## src/rtl/inst_fetch.sv

```systemverilog
// Instruction fetch: owns the PC, fetches from ROM and buffers {pc, inst} in a FIFO.
// Optional feature macro: IF_ADEF_CHECK_EN (address-error entries on unaligned redirect).
module inst_fetch #(
   parameter logic [31:0] RESET_PC   = 32'h1c00_0000,
   parameter int          FIFO_DEPTH = 4
) (
   input  logic        clk,
   input  logic        rst,
   output logic        rom_inst_en,
   output logic [31:0] rom_inst_addr,
   input  logic [31:0] rom_inst,
   input  logic        redirect_en,
   input  logic [31:0] redirect_pc,
   input  logic        id_ready,
   output logic        if_valid,
   output logic [31:0] if_pc,
   output logic [31:0] if_inst
`ifdef IF_ADEF_CHECK_EN
   ,
   output logic        if_adef
`endif
);

   localparam int          AW    = $clog2(FIFO_DEPTH);
   localparam logic [AW:0] DEPTH = (AW+1)'(FIFO_DEPTH);

   logic [31:0]   pc;
   logic [AW-1:0] wr_ptr;
   logic [AW-1:0] rd_ptr;
   logic [AW:0]   count;
   logic [31:0]   pc_mem   [FIFO_DEPTH];
   logic [31:0]   inst_mem [FIFO_DEPTH];

   logic        room;
   logic        stall;
   logic        push;
   logic        pop;
   logic [31:0] push_inst;

   assign room = count < DEPTH;

`ifdef IF_ADEF_CHECK_EN
   logic halt;
   logic adef_pend;
   logic adef_push;
   logic adef_mem [FIFO_DEPTH];

   // The error entry is injected once, without a ROM request.
   assign stall     = halt;
   assign adef_push = adef_pend && !rst && !redirect_en && room;
   assign push      = rom_inst_en || adef_push;
   assign push_inst = adef_push ? 32'h0 : rom_inst;
   assign if_adef   = adef_mem[rd_ptr];

   always_ff @(posedge clk) begin
      if (push)
         adef_mem[wr_ptr] <= adef_push;
   end
`else
   assign stall     = 1'b0;
   assign push      = rom_inst_en;
   assign push_inst = rom_inst;
`endif

   assign rom_inst_en   = !rst && !redirect_en && room && !stall;
   assign rom_inst_addr = pc;
   assign if_valid      = !rst && !redirect_en && (count != '0);
   assign pop           = if_valid && id_ready;
   assign if_pc         = pc_mem[rd_ptr];
   assign if_inst       = inst_mem[rd_ptr];

   always_ff @(posedge clk) begin
      if (push) begin
         pc_mem[wr_ptr]   <= pc;
         inst_mem[wr_ptr] <= push_inst;
      end
   end

   always_ff @(posedge clk) begin
      if (rst) begin
         pc     <= RESET_PC;
         wr_ptr <= '0;
         rd_ptr <= '0;
         count  <= '0;
`ifdef IF_ADEF_CHECK_EN
         halt      <= 1'b0;
         adef_pend <= 1'b0;
`endif
      end else if (redirect_en) begin
         wr_ptr <= '0;
         rd_ptr <= '0;
         count  <= '0;
`ifdef IF_ADEF_CHECK_EN
         pc        <= redirect_pc;
         halt      <= |redirect_pc[1:0];
         adef_pend <= |redirect_pc[1:0];
`else
         pc <= redirect_pc & 32'hFFFF_FFFC;
`endif
      end else begin
         if (rom_inst_en)
            pc <= pc + 32'd4;
         if (push)
            wr_ptr <= wr_ptr + AW'(1);
         if (pop)
            rd_ptr <= rd_ptr + AW'(1);
         unique case ({push, pop})
            2'b10:   count <= count + (AW+1)'(1);
            2'b01:   count <= count - (AW+1)'(1);
            default: ;
         endcase
`ifdef IF_ADEF_CHECK_EN
         if (adef_push)
            adef_pend <= 1'b0;
`endif
      end
   end

endmodule

```

## config.mk

```make
export PLATFORM = sky130hd
export DESIGN_NAME = inst_fetch
export DESIGN_NICKNAME = d
export VERILOG_FILES = /design/src/rtl/inst_fetch.sv
export SDC_FILE = /design/constraint.sdc
export NUM_CORES = 1
export LEC_CHECK = 0
export BUFFER_PORTS_ARGS = -buffer_cell sky130_fd_sc_hd__clkbuf_2
export CAP_MARGIN = 5
export CORE_MARGIN = 2
export CORE_UTILIZATION = 50
export DETAILED_ROUTE_END_ITERATION = 6
export GPL_TIMING_DRIVEN = 1
export PLACE_DENSITY = 0.71
export SYNTH_ARGS = -nofsm -noshare
export SYNTH_HDL_FRONTEND = slang
export SYNTH_SLANG_ARGS = --single-unit
```

## constraint.sdc

```tcl
create_clock -name clk -period 9.7 [get_ports clk]
set_input_delay 1.94 -clock clk [delete_from_list [all_inputs] [get_ports clk]]
set_output_delay 1.94 -clock clk [all_outputs]
set_load 0.01 [all_outputs]
```

# After elaboration in Yosys (flattened, before gate mapping)
# Memory sizes are Yosys's and may differ from the RTL's. A register that Yosys moved wholly into a read port is not among the register bits.
# Index checks and enable logic that the tools add are counted.
[op_classes]
reduce_logical = 10
order_cmp = 1
n_eq_ne = 2
mux = 9
addsub = 5
[op_table]
columns = ["cell", "count"]
rows = [
  ["$mux W32", 2],
  ["$add A32 B3 Y32 const B", 1],
  ["$mux W2", 4],
  ["$pmux W3 S2", 1],
  ["$add A2 B1 Y2 const B", 2],
  ["$logic_and A1 B1 Y1", 4],
  ["$reduce_bool A2 Y1", 2],
  ["$add A3 B1 Y3 const B", 1],
  ["$lt A3 B3 Y1 const B", 1],
  ["$reduce_bool A3 Y1", 1],
  ["$sub A3 B1 Y3 const B", 1],
  ["$eq A2 B1 Y1 const B", 1],
  ["$eq A2 B2 Y1 const B", 1],
  ["$logic_not A1 Y1", 2],
  ["$mux W1", 2],
  ["$reduce_or A2 Y1", 1],
]
[totals]
input_bits = 68
register_bits = 39
output_inout_bits = 98
elab_cells = 34
mem_bits_rw = 256
mem_count = 2
[memory_table]
columns = ["name", "words", "width", "rd", "rd_ports_with_merged_regs", "wr", "line_no", "rtl"]
rows = [
  ["inst_mem", 4, 32, 1, 1, 1, "32", "logic [31:0] inst_mem [FIFO_DEPTH];"],
  ["pc_mem", 4, 32, 1, 1, 1, "31", "logic [31:0] pc_mem [FIFO_DEPTH];"],
]

# Logic depth before layout (Yosys ltp)
# Gate-level depths: netlist of the first run.
[logic_depth]
ltp_word = 6
ltp_mapped = 10
depth_no_buf = 9

# Worst setup path before layout of the first run
# No wires, ideal clock.
[synth_timing]
path_kind = "input to register"
startpoint = "input rst"
endpoint = "memory inst_mem[0][0], enable pin"
setup_slack_ns = 4.999
t_required_ns = 9.274
cell_stages = 4
t_arrival_ns = 4.274
setup_time_ns = 0.426
path_cell_list = "or2_2 clkbuf_1 nor2_1 and2_1"
[synth_between]
elab_chain_cells = 5
[synth_lines]
columns = ["item", "line_no", "rtl"]
rows = [
  ["start: declaration", "8", "input logic rst,"],
  ["$logic_not A1 Y1", "65", "assign rom_inst_en = !rst && !redirect_en && room && !stall;"],
  ["$logic_and A1 B1 Y1 (2 in a row)", "65", ""],
  ["via rom_inst_en", "9", "output logic rom_inst_en,"],
  ["$mux W1", "73", "if (push) begin"],
  ["$mux W1 (not written as such)", "75", "inst_mem[wr_ptr] <= push_inst;"],
  ["end: declaration", "32", ""],
]
# The timed path passes the listed nets, and every way through them passes these cells.

# Worst setup path after layout of the first run
[layout_timing]
startpoint = "input rst"
endpoint = "output rom_inst_en"
[layout_between]
elab_chain_cells = 3
[layout_lines]
columns = ["item", "line_no"]
rows = [
  ["$logic_not A1 Y1", "65"],
  ["$logic_and A1 B1 Y1 (2 in a row)", "65"],
  ["end: declaration", "9"],
]
# Every way passes these cells.

==> run_results.csv, run 1 <==
group,metric,value,unit
run_status,outcome,"finished clean",
clock_network,clock_latency,0.54,ns
synthesis,async_flop_share,0,
timing,final_max_slew_viol_count,0,
grt,grt_max_degree,63,
finish,area_growth,17.60,%
pwr,peakVddDrop,0.0001020,V
finish,multiInputGateArea,2831,µm²
route,dr_wl_met3,1742,µm
worst_hold_path,hp-class,"reg -> reg",
synthesis,ys_warn_count,0,
timing,tns,0,ns
timing,finalCriticalPeriod,5.529,ns
finish,drive_above_1_share,0.3518,
pwr,swShare,0.2094,
floorplanning,die_area,23680,µm²
pwr,power.switching,542.3,µW
clock_network,clk_pin_slew,0.06,ns
route,num_vias,6197,
critical_path,path_class,"in -> out",
route,drc_errors,0,
floorplanning,std_cell_rows,54,
pwr,power_frac_seq,0.542,
pwr,p_clk_frac,0.414,
finish,n_antenna_cell,0,
critical_path,reg2reg_slack,7.19,ns
clock_network,post_cts_buffers,0,
clock_network,cts_buffer_depth,3,
synthesis,synth_cell_types,53,
route,drtPass1Iterations,5,
route,antenna_left,0,
critical_path,cp.required,7.76,ns
pwr,power_frac_comb,0.044,
finish,seq_area,8235,µm²
placed_design,io_buffers,159,
synthesis,ys_dominant_reg_cell,"edfxtp_1",
critical_path,cpMostUsedCell,"clkbuf_2",
route,route.met2.wl,11000,µm
clock_network,numCtsBuffers,30,
pwr,p_per_area,196.1,nW/µm²
critical_path,cp.arrival,3.59,ns
synthesis,syn_inst,607,
floorplanning,fp.dieH,153.9,µm
flow_run,maxCapViolations,0,
timing,worst_slew_margin_rel,0.2176,
finish,fillCellCount,1584,
route,top_layer,"met4",
critical_path,critPathTopFamily,"simple AND/OR/NAND/NOR gates",
synthesis,ys_ff_latch,287,
route,via_per_inst,5.775,
critical_path,crit_chain,"clkbuf_2 -> or2_2 -> nor2_1 -> clkbuf_2",
synthesis,netlist_area,11230,µm²
grt,grt_pass1_wl,35330,µm
grt,overflow,0,
pwr,p_leak,0.004478,µW
timing,timing.hold.ws,0.5474,ns
timing,hold_viol,0,
critical_path,r2r_end,"rom_inst_addr[23]",
synthesis,synth_edf_count,248,
worst_hold_path,worstHoldStart,"rd_ptr[1]",
critical_path,crit_path_max_fanout,38,
clock_network,htree_levels,1,
clock_network,cts_tree,"built",
synthesis,avgSynthCellArea,18.50,µm²
timing,fmax,180.9,MHz
floorplanning,initial_utilization,0.5115,
finish,fin_cells,1073,
critical_path,path_buf_inv,2,
pwr,p_int,2048,µW
synthesis,ys_seq_area_frac,0.7326,
timing,finClkSkew,0.01606,ns
placed_design,place.gp.congestion,0.8565,
critical_path,reg2reg_from,"rom_inst_addr[19]",
worst_hold_path,hold_end,"rd_ptr[1]",
placed_design,place_inst,1018,
timing,tightest_slew,1.172,ns
floorplanning,core,21960,µm²
route,drt_wl_total,22740,µm
finish,nets,845,
clock_network,cts.sinks,287,
floorplanning,dieWidth,153.9,µm
critical_path,cpMaxStageDelayCell,"or2_2",
critical_path,worst_r2r_path_depth,4,
worst_hold_path,whs_path_depth,2,
timing,final-setup-viol-count,0,
clock_network,cts_hold_buffers,0,
route,drt_iter0_drc,431,
critical_path,slowest_delay,0.60,ns
clock_network,ctsResizeCount,0,
grt,antenna_found_initial,0,
timing,finalCritPeriodShare,0.5700,
route,met1_length,9393,µm
timing,rsz0062_at_grt,"false",
critical_path,cp-start-kind,"input port",
grt,gr-usage-all-layers,0.1928,
route,wl_per_cell,21.19,µm
clock_network,cts-root-buf,"clkbuf_16",
floorplanning,io_pins,166,
critical_path,cp-end-kind,"output pin",
placed_design,dpl.hpwl,13380,µm
grt,grt_pass1_vias,6535,
==> Yosys cell counts (5+ instances only) <==
cell | count | area, µm²
xor2_1 | 9 | 78.83
mux4_2 | 62 | 1396
a311oi_1 | 6 | 52.55
nor3_1 | 10 | 50.05
xnor2_1 | 8 | 70.07
a211oi_1 | 16 | 120.1
nand2b_1 | 5 | 31.28
nor4_1 | 7 | 43.79
or3_1 | 5 | 31.28
and2_1 | 7 | 43.79
edfxtp_1 | 248 | 7447
nor2_1 | 36 | 135.1
buf_2 | 7 | 35.03
nand2_1 | 11 | 41.29
dfxtp_1 | 39 | 780.8
and4_1 | 6 | 52.55
nand4_1 | 18 | 112.6
clkbuf_1 | 18 | 67.56
ha_1 | 6 | 75.07
nand3_1 | 7 | 35.03
inv_1 | 13 | 48.80
and3_1 | 5 | 31.28
==> per-stage QoR <==
stage	utilization	setup slack, ns	power (µW)	cell area, µm²
2_1_floorplan	-	4.999	1482	11240
3_3_place_gp	0.5587	4.325	1538	12270
3_5_place_dp	0.5587	4.243	1544	12270
4_1_cts	0.6015	4.234	2615	13210
5_1_grt	0.6015	4.062	2674	13210
6_report	0.6015	4.171	2590	13210
==> final cells by class <==
type	instances	share of cell area
Sequential cell	287	0.6235
Multi-Input combinational cell	278	0.2144
Clock buffer	40	0.06281
Timing Repair Buffer	160	0.06082
Tap cell	280	0.02653
Clock inverter	15	0.008242
Inverter	13	0.003695
==> cell usage in the layout (no fill, tap or decap), types with 5 or more instances in the layout <==
master | Yosys | routed
a211oi_1 | 16 | 16
nand3_1 | 7 | 7
nand2b_1 | 5 | 5
clkbuf_1 | 18 | 7
ha_1 | 6 | 6
nor2_1 | 36 | 36
nor4_1 | 7 | 7
xor2_1 | 9 | 9
clkbuf_16 | 0 | 31
clkinv_2 | 0 | 8
a311oi_1 | 6 | 6
inv_1 | 13 | 13
or3_1 | 5 | 5
nor3_1 | 10 | 10
xnor2_1 | 8 | 8
edfxtp_1 | 248 | 248
and3_1 | 5 | 5
and4_1 | 6 | 6
clkbuf_2 | 0 | 159
dfxtp_1 | 39 | 37
nand2_1 | 11 | 11
nand4_1 | 18 | 18
mux4_2 | 62 | 62
==> worst max-delay path by stage <==
stage	startpoint	to	slack, ns	cells past startpoint
2_1_floorplan	rst	inst_mem[0][0]	5.00	4
3_3_place_gp	rst	rom_inst_en	4.32	4
3_5_place_dp	rst	rom_inst_en	4.24	4
4_1_cts	rst	rom_inst_en	4.23	4
5_1_grt	rst	rom_inst_en	4.06	4
6_report	rst	rom_inst_en	4.17	4
==> flip-flops by register name, indices dropped and copies added (netlist names), named ones only <==
register       flops
count              3
rd_ptr             2
inst_mem         128
rom_inst_addr     30
wr_ptr             2
pc_mem           120
==> worst min-delay path, stage by stage, from the launching register on <==
cell	delay, ns
dfxtp_1	0.33
xor2_1	0.07
nor2_1	0.10
==> cell families after synthesis <==
| family | synth area share |
|---|---|
| AOI/OAI and AO/OA | 0.03008 |
| xor gates and xnor gates | 0.01326 |
| adders and majority gates | 0.008467 |
| buffers and inverters | 0.01716 |
| DFF | 0.7326 |
| muxes | 0.1261 |
| other | 0.0003339 |
| and+or+nand+nor | 0.07197 |
==> per-layer routing <==
layer | GRT usage | vias up
li1 | - | 2802
met1 | 0.2578 | 3092
met2 | 0.3140 | 253
met3 | 0.04481 | 50
met4 | 0.06987 | 0
met5 | 0 | -
==> power by group through the flow <==
stage / clock [µW] / combinational, µW / sequential [µW]
after floorplan: 0 / 57.4 / 1420
after CTS: 1100 / 115 / 1400
after global routing: 1140 / 125 / 1410
final: 1070 / 114 / 1400
after global placement: 0 / 111 / 1430
after detailed placement: 0 / 114 / 1430
No activity file was read; power rests on OpenSTA's default activity.
==> run 2, diff against run 1 <==
PLACE_DENSITY = 0.74   (was 0.71)
clock period = 5 ns   (was 9.7 ns; I/O delays follow)
==> run_results.csv, run 2 (same netlist as run 1, synthesis figures left out) <==
group,metric,value,unit
run_status,outcome,"finished clean",
route,drc_errors,0,
critical_path,cpMostUsedCell,"clkbuf_2",
route,drtPass1Iterations,7,
floorplanning,io_pins,166,
finish,drive_above_1_share,0.3459,
floorplanning,fp.dieH,153.9,µm
timing,tns,0,ns
grt,antenna_found_initial,0,
placed_design,place.gp.congestion,0.8420,
grt,overflow,0,
clock_network,numCtsBuffers,30,
finish,fillCellCount,1607,
finish,finish.instance_area,13250,µm²
floorplanning,std_cell_rows,54,
grt,gr-usage-met1,0.2645,
grt,grt_max_degree,63,
finish,largest_reg_flops,128,
timing,rsz0062_at_grt,"false",
timing,tightest_slew,1.184,ns
timing,finalCritPeriodShare,0.7292,
floorplanning,initial_utilization,0.5115,
clock_network,clk_pin_slew,0.06,ns
critical_path,cp-end-kind,"output pin",
clock_network,htree_levels,1,
route,antenna_left,0,
critical_path,slowest_delay,0.59,ns
route,via_per_inst,5.828,
timing,fmax,274.3,MHz
critical_path,cp.arrival,2.65,ns
finish,nets,846,
critical_path,path_class,"in -> out",
clock_network,cts_hold_buffers,0,
critical_path,cp.required,4.00,ns
critical_path,cpMaxStageDelayCell,"or2_2",
critical_path,critPathTopFamily,"simple AND/OR/NAND/NOR gates",
worst_hold_path,worstHoldStart,"rd_ptr[1]",
clock_network,cts.sinks,287,
critical_path,crit_chain,"clkbuf_2 -> or2_2 -> nor2_1 -> clkbuf_2",
floorplanning,dieWidth,153.9,µm
pwr,p_leak,0.004496,µW
placed_design,io_buffers,159,
route,num_vias,6265,
pwr,peakVddDrop,0.0002799,V
critical_path,path_buf_inv,2,
floorplanning,die_area,23680,µm²
pwr,p_per_area,385.3,nW/µm²
timing,hold_viol,0,
critical_path,reg2reg_slack,2.45,ns
timing,timing.hold.ws,0.5414,ns
finish,seq_area,8235,µm²
grt,grt_pass1_vias,6558,
worst_hold_path,hp-class,"reg -> reg",
timing,worst_slew_margin_rel,0.2095,
critical_path,cp-start-kind,"input port",
critical_path,worst_r2r_path_depth,4,
timing,finalCriticalPeriod,3.646,ns
clock_network,cts-root-buf,"clkbuf_16",
pwr,total_power,5104,µW
route,wl_per_cell,21.58,µm
placed_design,dpl.hpwl,13740,µm
grt,grt_pass1_wl,36230,µm
worst_hold_path,whs_path_depth,2,
timing,final_max_slew_viol_count,0,
route,drt_iter0_drc,514,
grt,grtUsageMet2,0.3312,
clock_network,post_cts_buffers,0,
critical_path,r2r_end,"rom_inst_addr[23]",
timing,finClkSkew,0.01403,ns
critical_path,crit_path_max_fanout,38,
route,drt_wl_total,23200,µm
grt,gr-usage-all-layers,0.1976,
clock_network,clock_latency,0.55,ns
clock_network,ctsResizeCount,0,
finish,multiInputGateArea,2831,µm²
critical_path,reg2reg_from,"rom_inst_addr[18]",
flow_run,maxCapViolations,0,
finish,final_common_cell,"edfxtp_1",
clock_network,cts_buffer_depth,3,
finish,area_growth,17.95,%
finish,n_antenna_cell,0,
finish,final_cell_mix,"edfxtp_1, clkbuf_2, mux4_2",
floorplanning,core,21960,µm²
grt,met3_usage,0.03918,
clock_network,cts_tree,"built",
placed_design,place_area,12280,µm²
grt,grt-busiest-layer,"met2",
finish,top_register,"inst_mem",
timing,final-setup-viol-count,0,
run 2: cell type report:
cell class / instances / area share
clock buffer: 39 / 0.06083
clock inverter: 17 / 0.01237
inverter: 13 / 0.003684
multi-input combinational: 278 / 0.2138
sequential: 287 / 0.6217
tap: 280 / 0.02645
timing repair buffer: 161 / 0.06121
run 2: how the worst max path moves through the flow:
| stage | startpoint | slack, ns | to | cells past startpoint |
|---|---|---|---|---|
| 2_1_floorplan | rst | 1.24 | inst_mem[0][0] | 4 |
| 3_3_place_gp | rst | 1.36 | inst_mem[1][19] | 4 |
| 3_5_place_dp | rst | 1.24 | inst_mem[0][19] | 4 |
| 4_1_cts | flop | 1.33 | if_pc[27] | 3 |
| 5_1_grt | rst | 1.25 | rom_inst_en | 4 |
| 6_report | rst | 1.35 | rom_inst_en | 4 |
run 2: worst min-delay path: stages (launching register included):
cell and delay [ns]:
dfxtp_1 0.33, xor2_1 0.06, nor2_1 0.10
run 2: routing by layer:
metal	part of all wire	vias to the layer above
met4	0.025	0
met3	0.075	49
li1	-	2806
met1	0.41	3163
met2	0.49	247
met5	0	-
run 2: metrics by stage:
stage / setup slack, ns / std cells / utilization
2_1_floorplan: 1.239 / 610 / -
3_3_place_gp: 1.358 / 1019 / 0.5591
3_5_place_dp: 1.238 / 1019 / 0.5591
4_1_cts: 1.331 / 1075 / 0.6032
5_1_grt: 1.250 / 1075 / 0.6032
6_report: 1.354 / 1075 / 0.6032
run 2: report_power, final:
group,total (µW),switching [µW],internal [µW]
registers,2730,58.4,2670
clock network,2160,869,1290
logic,222,129,92.5
total,5100,1060,4050
